### src/rtl/fwd_pkg.sv
`default_nettype none
// ============================================================================
// Module   : fwd_pkg
// Purpose  : Shared constants and types for the forwarding / hazard unit.
//            - FWD_SEL_RF / FWD_SEL_STAGE0 : forward-select encodings
//            - sb_entry_t                  : one long-latency scoreboard entry
// Revision : 1.0  initial release
// ============================================================================
package fwd_pkg;

  // Forward-select encoding: 0 = register file, k+1 = downstream stage k.
  localparam int unsigned FWD_SEL_RF     = 0;
  localparam int unsigned FWD_SEL_STAGE0 = 1;

  // Field widths of a scoreboard entry. The hazard unit's REG_AW / LAT_W
  // parameters are expected to match these.
  localparam int unsigned SB_REG_AW = 5;
  localparam int unsigned SB_LAT_W  = 4;

  typedef struct packed {
    logic                 valid;
    logic [SB_REG_AW-1:0] rd;
    logic [SB_LAT_W-1:0]  cnt;
  } sb_entry_t;

endpackage
`default_nettype wire

### src/rtl/fwd_hazard_unit_ll_scoreboard.sv
`default_nettype none
// ============================================================================
// Module   : ll_scoreboard
// Purpose  : Tracks in-flight long-latency writes (mul/div, load miss).
//            Allocates the lowest free entry on issue, counts each entry down
//            to writeback, and reports which source registers are still busy.
// Ports    : clk, rst_n          clock, async active-low reset
//            issue_i/rd_i/lat_i  long-latency op leaving EX this cycle
//            src_rs_i            source addresses to test (packed per operand)
//            src_busy_o          per-source: matches a valid entry
//            ready_o             at least one entry free (registered state)
//            overflow_o          sticky: issue attempted while full
// Revision : 1.0  initial release
// ============================================================================
module ll_scoreboard
  import fwd_pkg::*;
#(
  parameter int unsigned NUM_SRC  = 2,
  parameter int unsigned REG_AW   = 5,
  parameter int unsigned NUM_PEND = 4,
  parameter int unsigned LAT_W    = 4
) (
  input  logic                      clk,
  input  logic                      rst_n,
  input  logic                      issue_i,
  input  logic [REG_AW-1:0]         issue_rd_i,
  input  logic [LAT_W-1:0]          issue_lat_i,
  input  logic [NUM_SRC*REG_AW-1:0] src_rs_i,
  output logic [NUM_SRC-1:0]        src_busy_o,
  output logic                      ready_o,
  output logic                      overflow_o
);

  sb_entry_t           entry_q [NUM_PEND];
  sb_entry_t           entry_d [NUM_PEND];
  logic                overflow_q;
  logic                overflow_d;
  logic [NUM_PEND-1:0] w_free;
  logic                w_req;
  logic [LAT_W-1:0]    w_lat;

  // Free means invalid in registered state; an entry retiring this cycle is
  // still valid here and therefore not reusable until the next cycle.
  always_comb begin : p_free
    for (int j = 0; j < NUM_PEND; j++) begin
      w_free[j] = ~entry_q[j].valid;
    end
  end

  // x0 writes carry no dependency and are never tracked.
  assign w_req = issue_i & (issue_rd_i != '0);
  assign w_lat = (issue_lat_i == '0) ? LAT_W'(1) : issue_lat_i;

  always_comb begin : p_next
    logic taken;
    taken      = 1'b0;
    overflow_d = overflow_q;
    for (int j = 0; j < NUM_PEND; j++) begin
      entry_d[j] = entry_q[j];
      if (entry_q[j].valid) begin
        if (entry_q[j].cnt == SB_LAT_W'(1)) begin
          entry_d[j] = '0;
        end else begin
          entry_d[j].cnt = entry_q[j].cnt - SB_LAT_W'(1);
        end
      end else if (w_req && !taken) begin
        entry_d[j].valid = 1'b1;
        entry_d[j].rd    = SB_REG_AW'(issue_rd_i);
        entry_d[j].cnt   = SB_LAT_W'(w_lat);
        taken            = 1'b1;
      end
    end
    if (w_req && !(|w_free)) begin
      overflow_d = 1'b1;
    end
  end

  always_ff @(posedge clk or negedge rst_n) begin : p_regs
    if (!rst_n) begin
      for (int j = 0; j < NUM_PEND; j++) begin
        entry_q[j] <= '0;
      end
      overflow_q <= 1'b0;
    end else begin
      for (int j = 0; j < NUM_PEND; j++) begin
        entry_q[j] <= entry_d[j];
      end
      overflow_q <= overflow_d;
    end
  end

  // Any valid entry with the same rd keeps the source busy, so duplicate
  // (WAW) entries hold the stall until the last one retires.
  always_comb begin : p_match
    for (int i = 0; i < NUM_SRC; i++) begin
      src_busy_o[i] = 1'b0;
      for (int j = 0; j < NUM_PEND; j++) begin
        if (entry_q[j].valid &&
            (entry_q[j].rd == SB_REG_AW'(src_rs_i[i*REG_AW +: REG_AW])) &&
            (src_rs_i[i*REG_AW +: REG_AW] != '0)) begin
          src_busy_o[i] = 1'b1;
        end
      end
    end
  end

  assign ready_o    = |w_free;
  assign overflow_o = overflow_q;

endmodule
`default_nettype wire

### src/rtl/fwd_hazard_unit.sv
`default_nettype none
// ============================================================================
// Module   : fwd_hazard_unit
// Purpose  : Operand forwarding selects for NUM_SRC sources from NUM_FWD
//            downstream stages, plus load-use and long-latency stall
//            detection. Selects are computed in ID and registered into EX.
// Ports    : clk, rst_n                       clock, async active-low reset
//            id_valid_i/id_rs_i/id_rs_used_i  ID instruction and sources
//            ex_*_i                           EX-stage destination info
//            fwd_regwrite_i/fwd_rd_i          downstream stage k writers
//            ll_issue_i/ll_rd_i/ll_lat_i      long-latency issue
//            flush_i                          kill ID/EX contents
//            stall_o                          combinational stall request
//            fwd_sel_ex_o                     registered select per operand
//            ll_ready_o/ll_overflow_o         scoreboard status
//            stall_cycles_o                   saturating stall-cycle count
// Revision : 1.0  initial release
// ============================================================================
module fwd_hazard_unit
  import fwd_pkg::*;
#(
  parameter int unsigned NUM_SRC  = 2,
  parameter int unsigned NUM_FWD  = 2,
  parameter int unsigned REG_AW   = SB_REG_AW,
  parameter int unsigned NUM_PEND = 4,
  parameter int unsigned LAT_W    = SB_LAT_W,
  parameter int unsigned SEL_W    = $clog2(NUM_FWD + 1)
) (
  input  logic                      clk,
  input  logic                      rst_n,
  input  logic                      id_valid_i,
  input  logic [NUM_SRC*REG_AW-1:0] id_rs_i,
  input  logic [NUM_SRC-1:0]        id_rs_used_i,
  input  logic                      ex_valid_i,
  input  logic                      ex_regwrite_i,
  input  logic                      ex_is_load_i,
  input  logic [REG_AW-1:0]         ex_rd_i,
  input  logic [NUM_FWD-1:0]        fwd_regwrite_i,
  input  logic [NUM_FWD*REG_AW-1:0] fwd_rd_i,
  input  logic                      ll_issue_i,
  input  logic [REG_AW-1:0]         ll_rd_i,
  input  logic [LAT_W-1:0]          ll_lat_i,
  input  logic                      flush_i,
  output logic                      stall_o,
  output logic [NUM_SRC*SEL_W-1:0]  fwd_sel_ex_o,
  output logic                      ll_ready_o,
  output logic                      ll_overflow_o,
  output logic [31:0]               stall_cycles_o
);

  logic [NUM_SRC-1:0]       w_active;
  logic [NUM_SRC-1:0]       w_ex_hit;
  logic [NUM_SRC-1:0]       w_load_use;
  logic [NUM_SRC-1:0]       w_sb_stall;
  logic [NUM_SRC-1:0]       w_src_busy;
  logic [NUM_SRC*SEL_W-1:0] w_fwd_sel;
  logic                     w_stall;
  logic [NUM_SRC*SEL_W-1:0] fwd_sel_d;
  logic [NUM_SRC*SEL_W-1:0] fwd_sel_q;
  logic [31:0]              stall_cycles_d;
  logic [31:0]              stall_cycles_q;

  for (genvar i = 0; i < NUM_SRC; i++) begin : g_src
    logic [REG_AW-1:0]  w_rs;
    logic [NUM_FWD-1:0] w_fwd_hit;
    logic [SEL_W-1:0]   w_sel;
    logic               w_unused_last;

    assign w_rs        = id_rs_i[i*REG_AW +: REG_AW];
    assign w_active[i] = id_valid_i & id_rs_used_i[i] & (w_rs != '0);
    assign w_ex_hit[i] = ex_valid_i & ex_regwrite_i & (ex_rd_i == w_rs);

    for (genvar k = 0; k < NUM_FWD; k++) begin : g_stage
      assign w_fwd_hit[k] = fwd_regwrite_i[k] &
                            (fwd_rd_i[k*REG_AW +: REG_AW] == w_rs);
    end

    // The last stage writes the register file in the same cycle the operand
    // is read (write-through), so it never needs a forward path.
    assign w_unused_last = w_fwd_hit[NUM_FWD-1];

    // Youngest producer wins: EX first, then the lowest downstream stage.
    // Each producer advances one stage before the consumer reaches EX,
    // hence EX -> stage 0 and stage k -> stage k+1.
    always_comb begin : p_sel
      w_sel = SEL_W'(FWD_SEL_RF);
      if (w_ex_hit[i] && !ex_is_load_i) begin
        w_sel = SEL_W'(FWD_SEL_STAGE0);
      end else begin
        for (int k = int'(NUM_FWD) - 2; k >= 0; k--) begin
          if (w_fwd_hit[k]) begin
            w_sel = SEL_W'(k + 2);
          end
        end
      end
      if (!w_active[i]) begin
        w_sel = SEL_W'(FWD_SEL_RF);
      end
    end

    assign w_fwd_sel[i*SEL_W +: SEL_W] = w_sel;
    assign w_load_use[i] = w_active[i] & w_ex_hit[i] & ex_is_load_i;
    assign w_sb_stall[i] = w_active[i] & w_src_busy[i];
  end

  ll_scoreboard #(
    .NUM_SRC  (NUM_SRC),
    .REG_AW   (REG_AW),
    .NUM_PEND (NUM_PEND),
    .LAT_W    (LAT_W)
  ) u_sb (
    .clk         (clk),
    .rst_n       (rst_n),
    .issue_i     (ll_issue_i),
    .issue_rd_i  (ll_rd_i),
    .issue_lat_i (ll_lat_i),
    .src_rs_i    (id_rs_i),
    .src_busy_o  (w_src_busy),
    .ready_o     (ll_ready_o),
    .overflow_o  (ll_overflow_o)
  );

  assign w_stall = |(w_load_use | w_sb_stall);

  // A stalled or flushed ID sends a bubble into EX, which reads nothing.
  assign fwd_sel_d      = (flush_i || w_stall) ? '0 : w_fwd_sel;
  assign stall_cycles_d = (w_stall && (stall_cycles_q != '1)) ?
                          stall_cycles_q + 32'd1 : stall_cycles_q;

  always_ff @(posedge clk or negedge rst_n) begin : p_regs
    if (!rst_n) begin
      fwd_sel_q      <= '0;
      stall_cycles_q <= '0;
    end else begin
      fwd_sel_q      <= fwd_sel_d;
      stall_cycles_q <= stall_cycles_d;
    end
  end

  assign stall_o        = w_stall;
  assign fwd_sel_ex_o   = fwd_sel_q;
  assign stall_cycles_o = stall_cycles_q;

endmodule
`default_nettype wire

### config.mk
export PLATFORM = sky130hd
export DESIGN_NAME = fwd_hazard_unit
export DESIGN_NICKNAME = d
export VERILOG_FILES = /design/src/rtl/fwd_pkg.sv /design/src/rtl/fwd_hazard_unit_ll_scoreboard.sv /design/src/rtl/fwd_hazard_unit.sv
export SDC_FILE = /design/constraint.sdc
export NUM_CORES = 1
export LEC_CHECK = 0
export CAP_MARGIN = 5
export CORE_MARGIN = 2
export CORE_UTILIZATION = 55
export DETAILED_ROUTE_END_ITERATION = 6
export DONT_BUFFER_PORTS = 1
export GPL_ROUTABILITY_DRIVEN = 1
export PLACE_DENSITY = 0.75
export SLEW_MARGIN = 20
export SYNTH_ARGS = -nofsm -noshare
export SYNTH_HDL_FRONTEND = slang
export SYNTH_SLANG_ARGS = --single-unit
### constraint.sdc
create_clock -name clk -period 3.8 [get_ports clk]
set_input_delay 0.38 -clock clk [delete_from_list [all_inputs] [get_ports clk]]
set_output_delay 0.38 -clock clk [all_outputs]
set_load 0.01 [all_outputs]
==> flow_metrics.tcl <==
set metrics [dict create \
    p_sw_share_pct 35.5 \
    gp_congestion 0.907 \
    die_area_sq_um 9430 \
    ys_warn_count 0 \
    worstPathRequired_ns 4.03 \
    synth_nets 534 \
    p_leak_nw 2.09 \
    insertion_delay_ns 0.34 \
    synth_cell_types 48 \
    hpwl_um 7290 \
    p_clk_share_pct 24.6 \
    antenna_found_initial 0 \
    synthCells 479 \
    p_seq_share_pct 44.8 \
    hold_viol_final 0 \
    cp-end-kind "flop" \
    ir_drop_v 0.000360 \
    vias 3488 \
    period_needed_ns 2.71 \
    rsz0062_at_grt "false" \
    grt_pass1_wl_um 17100 \
    comb_power_share_pct 30.6 \
    cts_hold_buffers 2 \
    outcome "completed" \
    maxCapViolCount 0 \
    setup_viol 0 \
    reg2reg_to "stall_cycles_o[1]$_DFFE_PN0P_" \
    r2r_slack_ns 1.09 \
    p_sw_mw 1.07 \
    power.internal_mw 1.94 \
    reg2reg_from "stall_cycles_o[6]$_DFFE_PN0P_" \
    fin_area_sq_um 5010 \
    arrival_ns 2.94 \
    path_clk_slew_ns 0.08 \
    gr-usage-met1_pct 29.7 \
    cp-start-kind "flop" \
    dr.first_iter.drc_count 213 \
    postCtsSetupBuffers 0 \
    drc 0 \
    layout-drive-gt1-share_pct 10.8 \
    power_density_nw_per_um2 601 \
    nets 524 \
    worst_slew_pin_slew_ns 0.887 \
    placementRows 33 \
    netlist.area_leader.share_pct 40.4 \
    drtAntennaViolNets 0 \
    cts-root-buf "clkbuf_8" \
    slew_violations 0 \
    numCtsBuffers 9 \
    min_period_over_period_pct 71.3 \
    reg2regPathDepth 6 \
    yosys-top-cells-area "dfrtp_1, xnor2_1, xor2_1, mux2i_1, nand3_2" \
    fmax_mhz 369 \
    dieWidth_um 97.1 \
    die_h_um 97.1 \
    areaGrowthSynthToFinish_pct 5.12 \
    grt_busiest_layer "met2" \
    grt_max_degree 78 \
    met2_usage_pct 35.4 \
    tritoncts "built" \
    diodes 0 \
    grt_overflow 0 \
    post-place-ws_ns 1.13 \
    ys_seq_area_share_pct 40.4 \
    wl_per_cell_um 17.6 \
    drt_pass1_iterations 4 \
    cts_resized 0 \
    crit_path_max_fanout 27 \
    whs_path_depth 1 \
    min_to "fwd_sel_ex_o[2]$_DFF_PN0_" \
    vias_per_cell 6.02 \
    worst_slack_ns 1.09 \
    ioPinCount 85 \
    syn_avg_cell_area_sq_um 9.95 \
    skew_ns 0.00896 \
    yosys.area.top_type "dfrtp_1" \
    htreeDepth 3 \
    min-delay-start "flush_i" \
    grt_use_met3_pct 5.32 \
    grt_pass1_vias 3459 \
    port_buffers 0 \
    cts.sinks 77 \
    place_area_sq_um 4730 \
    syn_area_sq_um 4770 \
    totalWireLength_um 10200 \
    path_class "flop to flop" \
    ys_seq_elements 77 \
    fp.coreArea_sq_um 8300 \
    hp-class "input pin to flop" \
    fin_setup_tns_ns 0 \
    relSlewSlack_pct 40.9 \
    gr-usage-all-layers_pct 22.2 \
    utilization_pct 60.4 \
    cts_buffer_depth 2 \
    start_util_pct 57.5 \
]
==> metal layers <==
| metal | wire length, um | vias up | share of wire [%] |
|---|---|---|---|
| li1 | - | 1644 | - |
| met1 | 4440 | 1704 | 44 |
| met2 | 4900 | 124 | 48 |
| met3 | 702 | 16 | 6.9 |
| met4 | 154 | 0 | 1.5 |
| met5 | 0 | - | 0 |
==> power by group through the flow <==
| stage | clock (mW) | combinational [mW] | sequential (mW) |
|---|---|---|---|
| 2_1_floorplan | 0 | 0.872 | 1.22 |
| 3_3_place_gp | 0 | 0.858 | 1.35 |
| 3_5_place_dp | 0 | 0.905 | 1.37 |
| 4_1_cts | 0.759 | 0.929 | 1.35 |
| 5_1_grt | 0.804 | 1.05 | 1.39 |
| 6_report | 0.741 | 0.921 | 1.35 |
==> cells in the final DEF (no fill, tap or decap), drive strengths merged <==
cell and n:
and3 14, inv 14, or4 6, or3 2, nor2 24, clkinv 1
a31o 1, xor2 27, a22o 5, o211ai 2, a211oi 3, o21ai 22
a21oi 9, nand2 43, dlygate4sd3 1, mux2i 23, or3b 1, nand3 34
nand3b 1, o2111a 1, ha 9, and2 5, nor4 7, mux2 2
o22ai 14, and4 3, nor3 11, a31oi 1, dfrtp 77, nor4b 4
a32oi 1, buf 6, bufinv 3, xnor2 71, nand4 14, clkbuf 12
==> flip-flops by register name, summed over array words and instances (netlist names) <==
signal	cells
u_sb.entry_q	40
stall_cycles_o	32
fwd_sel_ex_o	4
u_sb.overflow_o	1
==> final cells by class <==
| type | instances | area (sq um) |
|---|---|---|
| Clock buffer | 12 | 145 |
| Clock inverter | 4 | 95.1 |
| Fill cell | 675 | 3290 |
| Inverter | 14 | 52.6 |
| Multi-Input combinational cell | 360 | 2590 |
| Sequential cell | 77 | 1930 |
| Tap cell | 105 | 131 |
| Timing Repair Buffer | 7 | 75.1 |
==> stage by stage <==
step	std cells	hold slack, ns	power (mW)
2_1_floorplan	479	0.0844	2.09
3_3_place_gp	561	0.0872	2.20
3_5_place_dp	561	0.0870	2.27
4_1_cts	579	0.0870	3.04
5_1_grt	579	0.0859	3.25
6_report	579	0.103	3.01
==> cells by family after synthesis <==
group / share of synthesized area (%)
XOR/XNOR: 18.0
multiplexers: 5.30
flip-flops: 40.4
adder cells (fa/ha/maj): 2.36
AO/OA/AOI/OAI: 7.82
AND/OR/NAND/NOR: 20.8
buffers and inverters: 5.35
==> critical path, cell delays in order (launching register included) <==
cell and delay, ns:
dfrtp_1 0.51, and4_1 0.42, and4_4 0.31, nand2_4 0.08, or4_4 0.75, nand2_2 0.19, mux2_1 0.33
==> worst max-delay path by stage <==
stage	start	endpoint	slack [ns]	depth (start not counted)
detailed placement	stall_cycles_o[6]$_DFFE_PN0P_	stall_cycles_o[1]$_DFFE_PN0P_	1.13	6
finish	stall_cycles_o[6]$_DFFE_PN0P_	stall_cycles_o[1]$_DFFE_PN0P_	1.09	6
floorplan	stall_cycles_o[0]$_DFFE_PN0P_	stall_cycles_o[1]$_DFFE_PN0P_	1.52	8
CTS	stall_cycles_o[6]$_DFFE_PN0P_	stall_cycles_o[1]$_DFFE_PN0P_	1.11	6
global route	stall_cycles_o[6]$_DFFE_PN0P_	stall_cycles_o[1]$_DFFE_PN0P_	1.00	6
global placement	stall_cycles_o[6]$_DFFE_PN0P_	stall_cycles_o[1]$_DFFE_PN0P_	1.17	6
==> cells in the mapped netlist (all sizes together) <==
| cell | instances |
|---|---|
| dfrtp | 77 |
| xnor2 | 71 |
| nand2 | 43 |
| nand3 | 34 |
| xor2 | 27 |
| nor2 | 24 |
| mux2i | 23 |
| o21ai | 22 |
| buf | 21 |
| and3 | 14 |
| inv | 14 |
| nand4 | 14 |
| o22ai | 14 |
| nor3 | 11 |
| a21oi | 9 |
| ha | 9 |
| clkbuf | 7 |
| nor4 | 7 |
| or4 | 6 |
| a22o | 5 |
| and2 | 5 |
| nor4b | 4 |
| a211oi | 3 |
| and4 | 3 |
| mux2 | 2 |
| o211ai | 2 |
| or3 | 2 |
| a31o | 1 |
| a31oi | 1 |
| a32oi | 1 |
| nand3b | 1 |
| o2111a | 1 |
| or3b | 1 |
Note: power is estimated with default switching activity, not from simulation.
